===== config.mk =====
export PLATFORM = sky130hd
export DESIGN_NAME = fifo_wr_packer
export DESIGN_NICKNAME = d
export VERILOG_FILES = /design/src/rtl/fifo_wr_packer.sv
export SDC_FILE = /design/constraint.sdc
export NUM_CORES = 1
export LEC_CHECK = 0
export ABC_AREA = 1
export BUFFER_PORTS_ARGS = -buffer_cell sky130_fd_sc_hd__buf_4
export CAP_MARGIN = 20
export CORE_AREA = 2 2 87 89
export CTS_BUF_LIST = sky130_fd_sc_hd__clkbuf_4
export DETAILED_ROUTE_END_ITERATION = 6
export DIE_AREA = 0 0 89 91
export HOLD_SLACK_MARGIN = 0.15
export PLACE_DENSITY = 0.47
export SYNTH_ARGS = -nofsm -noshare
export SYNTH_HDL_FRONTEND = slang
export SYNTH_SLANG_ARGS = --single-unit

===== constraint.sdc =====
create_clock -name W_CLK -period 1.79 [get_ports W_CLK]
set_input_delay 0.358 -clock W_CLK [delete_from_list [all_inputs] [get_ports W_CLK]]
set_output_delay 0.358 -clock W_CLK [all_outputs]
set_load 0.01 [all_outputs]

===== src/rtl/fifo_wr_packer.sv =====
// Splits one- or two-word payloads into single-word writes toward an async FIFO write port.
// Honors W_FULL backpressure; keeps a wrapping count of written words.
module fifo_wr_packer #(
  parameter int unsigned D_WIDTH   = 8,
  parameter int unsigned CNT_WIDTH = 16
) (
  input  logic                   W_CLK,
  input  logic                   W_RST,
  input  logic [2*D_WIDTH-1:0]   IN_DATA,
  input  logic                   IN_WIDE,
  input  logic                   IN_VALID,
  output logic                   IN_READY,
  input  logic                   W_FULL,
  output logic                   W_INC,
  output logic [D_WIDTH-1:0]     WR_DATA,
  output logic                   BUSY,
  output logic [CNT_WIDTH-1:0]   WORD_CNT
);

  localparam int unsigned P_WIDTH = 2 * D_WIDTH;

  typedef enum logic [1:0] {
    ST_IDLE    = 2'd0,
    ST_SEND_LO = 2'd1,
    ST_SEND_HI = 2'd2
  } state_t;

  state_t                 state_q;
  logic [P_WIDTH-1:0]     data_q;
  logic                   wide_q;
  logic [CNT_WIDTH-1:0]   cnt_q;
  logic                   w_inc_c;

  // A word leaves only from a send state and only when the FIFO has room.
  assign w_inc_c = (state_q != ST_IDLE) && !W_FULL;

  always_ff @(posedge W_CLK or posedge W_RST) begin
    if (W_RST) begin
      state_q <= ST_IDLE;
      data_q  <= '0;
      wide_q  <= 1'b0;
      cnt_q   <= '0;
    end else begin
      if (w_inc_c) begin
        cnt_q <= cnt_q + CNT_WIDTH'(1);
      end
      case (state_q)
        ST_IDLE: begin
          if (IN_VALID) begin
            data_q  <= IN_DATA;
            wide_q  <= IN_WIDE;
            state_q <= ST_SEND_LO;
          end
        end
        ST_SEND_LO: begin
          if (!W_FULL) begin
            state_q <= wide_q ? ST_SEND_HI : ST_IDLE;
          end
        end
        ST_SEND_HI: begin
          if (!W_FULL) begin
            state_q <= ST_IDLE;
          end
        end
        default: begin
          state_q <= ST_IDLE;
        end
      endcase
    end
  end

  // Write data is driven from the held payload only, so a stall keeps it stable.
  always_comb begin
    WR_DATA = '0;
    case (state_q)
      ST_SEND_LO: WR_DATA = data_q[D_WIDTH-1:0];
      ST_SEND_HI: WR_DATA = data_q[P_WIDTH-1:D_WIDTH];
      default:    WR_DATA = '0;
    endcase
  end

  assign W_INC    = w_inc_c;
  assign IN_READY = (state_q == ST_IDLE);
  assign BUSY     = (state_q != ST_IDLE);
  assign WORD_CNT = cnt_q;

endmodule


==> flow_metrics.env <==
export IMPL_clkSlewWorstSetupHoldPaths_ps=100
export IMPL_grt_overflow=0
export IMPL_cp_arrival_ps=1440
export IMPL_dp_slack_ps=158
export IMPL_clock_skew_ps=7.27
export IMPL_min_from="IN_DATA[8]"
export IMPL_synth_common_cells="nand2_1, dfrtp_1, inv_1"
export IMPL_die_area_sq_um=8100
export IMPL_h_tree_depth=2
export IMPL_synthTopCellsByArea="dfrtp_1, nand2_1, mux2_4, mux2_1, inv_1"
export IMPL_use_met2_pct=16.7
export IMPL_period_share_pct=101
export IMPL_cp_start_kind="flip-flop"
export IMPL_worst_pin_slew_ps=457
export IMPL_drive_gt1_share_pct=41.7
export IMPL_synth_seq_area_share_pct=50.5
export IMPL_start_util_pct=24.3
export IMPL_via_per_inst=3.97
export IMPL_maxCapViolCount=0
export IMPL_cp_depth=6
export IMPL_num_nets_final=264
export IMPL_critical_path_max_stage_delay_ps=410
export IMPL_syn_avg_cell_area_sq_um=9.69
export IMPL_rows=31
export IMPL_fin_ws_ps=-11.0
export IMPL_crit_fanout=4
export IMPL_ant_nets=0
export IMPL_fp_dieH_microns=91
export IMPL_reg2regPathDepth=10
export IMPL_ys_ff_latch=35
export IMPL_hpwlAfterDp_microns=2960
export IMPL_synthesis_instances=179
export IMPL_finalSetupViolCount=3
export IMPL_critical_path_endpoint="WR_DATA[0]"
export IMPL_io_pins=48
export IMPL_clock_path_buffers=2
export IMPL_post_synth_top_area_fraction_pct=50.5
export IMPL_final_util_pct=34.1
export IMPL_cts_tree="built"
export IMPL_setup_tns_ps=-22.3
export IMPL_setup_worst_path_start="state_q[1]"
export IMPL_timing_worst_setup_path_type="reg2out"
export IMPL_crit_path_top_delay_cell="dfrtp_1"
export IMPL_reg2reg_to="WORD_CNT[9]"
export IMPL_grtUsageMet3_pct=3.09
export IMPL_period_minus_slack_ps=1800
export IMPL_grt_pass1_wl_microns=7010
export IMPL_rsz0062_at_grt="yes"
export IMPL_crit_required_ps=1430
export IMPL_drc=0
export IMPL_yosysMostFrequentCell="nand2_1"
export IMPL_r2r_start="state_q[0]"
export IMPL_gp_congestion=0.724
export IMPL_grtUsageMet1_pct=15.2
export IMPL_grt_busiest_layer="met2"
export IMPL_ys_types=23
export IMPL_grtUsageTotal_pct=11.1
export IMPL_cp_cell_sequence="inv_2 > ha_4 > buf_6 > nand2_2 > a21oi_2 > buf_4"
export IMPL_yosysWarnings=0
export IMPL_wl_microns=3990
export IMPL_critPathCaptureType="primary output"
export IMPL_clock_sinks=35
export IMPL_io_buffers=47
export IMPL_clk_root_buffer_cell="clkbuf_4"
export IMPL_status="finished with violations"
export IMPL_peakVddDrop_v=0.000364
export IMPL_core_area_sq_um=7140
export IMPL_ys_async_sr_fraction_pct=100
export IMPL_routedWlPerCell_microns=11.8
export IMPL_holdCritPathClass="in2reg"
export IMPL_synth_edf_count=0
export IMPL_crit_buf_inv=3
export IMPL_synth_nets=204
export IMPL_powerDensity_nw_per_um2=1350
export IMPL_cp_top_family="flip-flops"
export IMPL_yosys_most_used_dff="dfrtp_1"
export IMPL_synth_top_cell_by_area="dfrtp_1"
export IMPL_r2r_slack_ps=260
export IMPL_cts_buffers=5
export IMPL_clk_latency_ps=330
export IMPL_violations="negative setup slack"
export IMPL_grt_max_degree=36
export IMPL_drt_initial_drc_count=41
export IMPL_vias=1347
export IMPL_syn2layout_area_growth_pct=40.3
export IMPL_slew_headroom_pct=69.5
export IMPL_grt_pass1_vias=1391
export IMPL_max_freq_mhz=555
export IMPL_slew_viol_final=0
export IMPL_die_width_microns=89
export IMPL_syn_area_sq_um=1730
export IMPL_hold_viol_final=0
export IMPL_antenna_found_initial=0
export IMPL_antenna_cells=0
export IMPL_dr_pass1_iters=4
export IMPL_p_leak_uw=0.00120
[metrics by stage]
step	total power [uW]	cells	hold slack [ps]	instance area [sq um]
global placement	2570	327	476	2240
CTS	3310	339	224	2430
detailed placement	2570	327	482	2240
finish	3270	339	234	2430
floorplan	2030	179	464	1730
global route	3520	339	207	2430
[timing repair]
action / 4_1_cts / 5_1_grt
hold buffers: 1 / 0
hold endpoints to repair: 35 / 0
pin swaps: 11 / 0
gates resized for setup: 29 / 0
setup buffers: 3 / 0
setup endpoints to repair: 9 / 8
[registers in the layout (all words and copies together), names as in the netlist]
name / count
data_q: 16
wide_q: 1
state_q: 2
WORD_CNT: 16
[report_power, final]
group | switching [uW] | internal [uW] | total, uW | leakage (uW)
clock | 255 | 161 | 415 | 0.0000307
sequential | 215 | 1060 | 1280 | 0.000434
combinational | 730 | 851 | 1580 | 0.000732
total | 1200 | 2070 | 3270 | 0.00120
[worst min-delay path by stage]
| stage | to | slack, ps | cells after the start |
|---|---|---|---|
| final | data_q[8] | 230 | 2 |
| after global routing | wide_q | 210 | 2 |
| after CTS | data_q[8] | 220 | 2 |
| after detailed placement | data_q[8] | 480 | 1 |
| after global placement | wide_q | 480 | 1 |
| after floorplan | data_q[4] | 460 | 1 |
[worst register-to-register path, delay by kind of cell (launching register included)]
family	cells	cell delay, ps
and+or+nand+nor	6	570
DFF	1	410
buffers and inverters	3	270
adders and majority gates	1	190
[cells in the final DEF, fill, tap and decap left out, types with 4 or more instances in the layout]
cell,instances
a21oi_2,8
buf_4,51
clkbuf_4,6
dfrtp_1,35
inv_1,13
inv_2,5
mux2_1,7
mux2_4,10
nand2_1,43
nand2_2,8
nand3_1,5
nor2_1,12
xnor2_1,4
xor2_1,6
[layout make-up]
class	count	area, sq um
repair buffers	56	447
multi-input cells	122	858
fillers	757	4700
flip-flops and latches	35	876
clock inverters	2	7.51
clock buffers	6	45.0
well taps	99	124
inverters	19	76.3
[logic make-up (layout without fill, tap and decap cells)]
family	Yosys count	in the layout	synth area share, %
muxes	17	17	13.2
xor gates and xnor gates	10	10	5.05
AOI/OAI and AO/OA	15	15	4.47
and+or+nand+nor	76	76	18.5
adders and majority gates	4	4	2.89
buffers and inverters	22	83	5.34
DFF	35	35	50.5
[metal layers]
layer  up-vias  part of all wire [%]
met2        23                    46
met3         7                   3.5
met4         0                   2.2
li1        686                     -
met1       631                    48
met5         -                     0
Note: power is estimated with default switching activity, not from simulation.
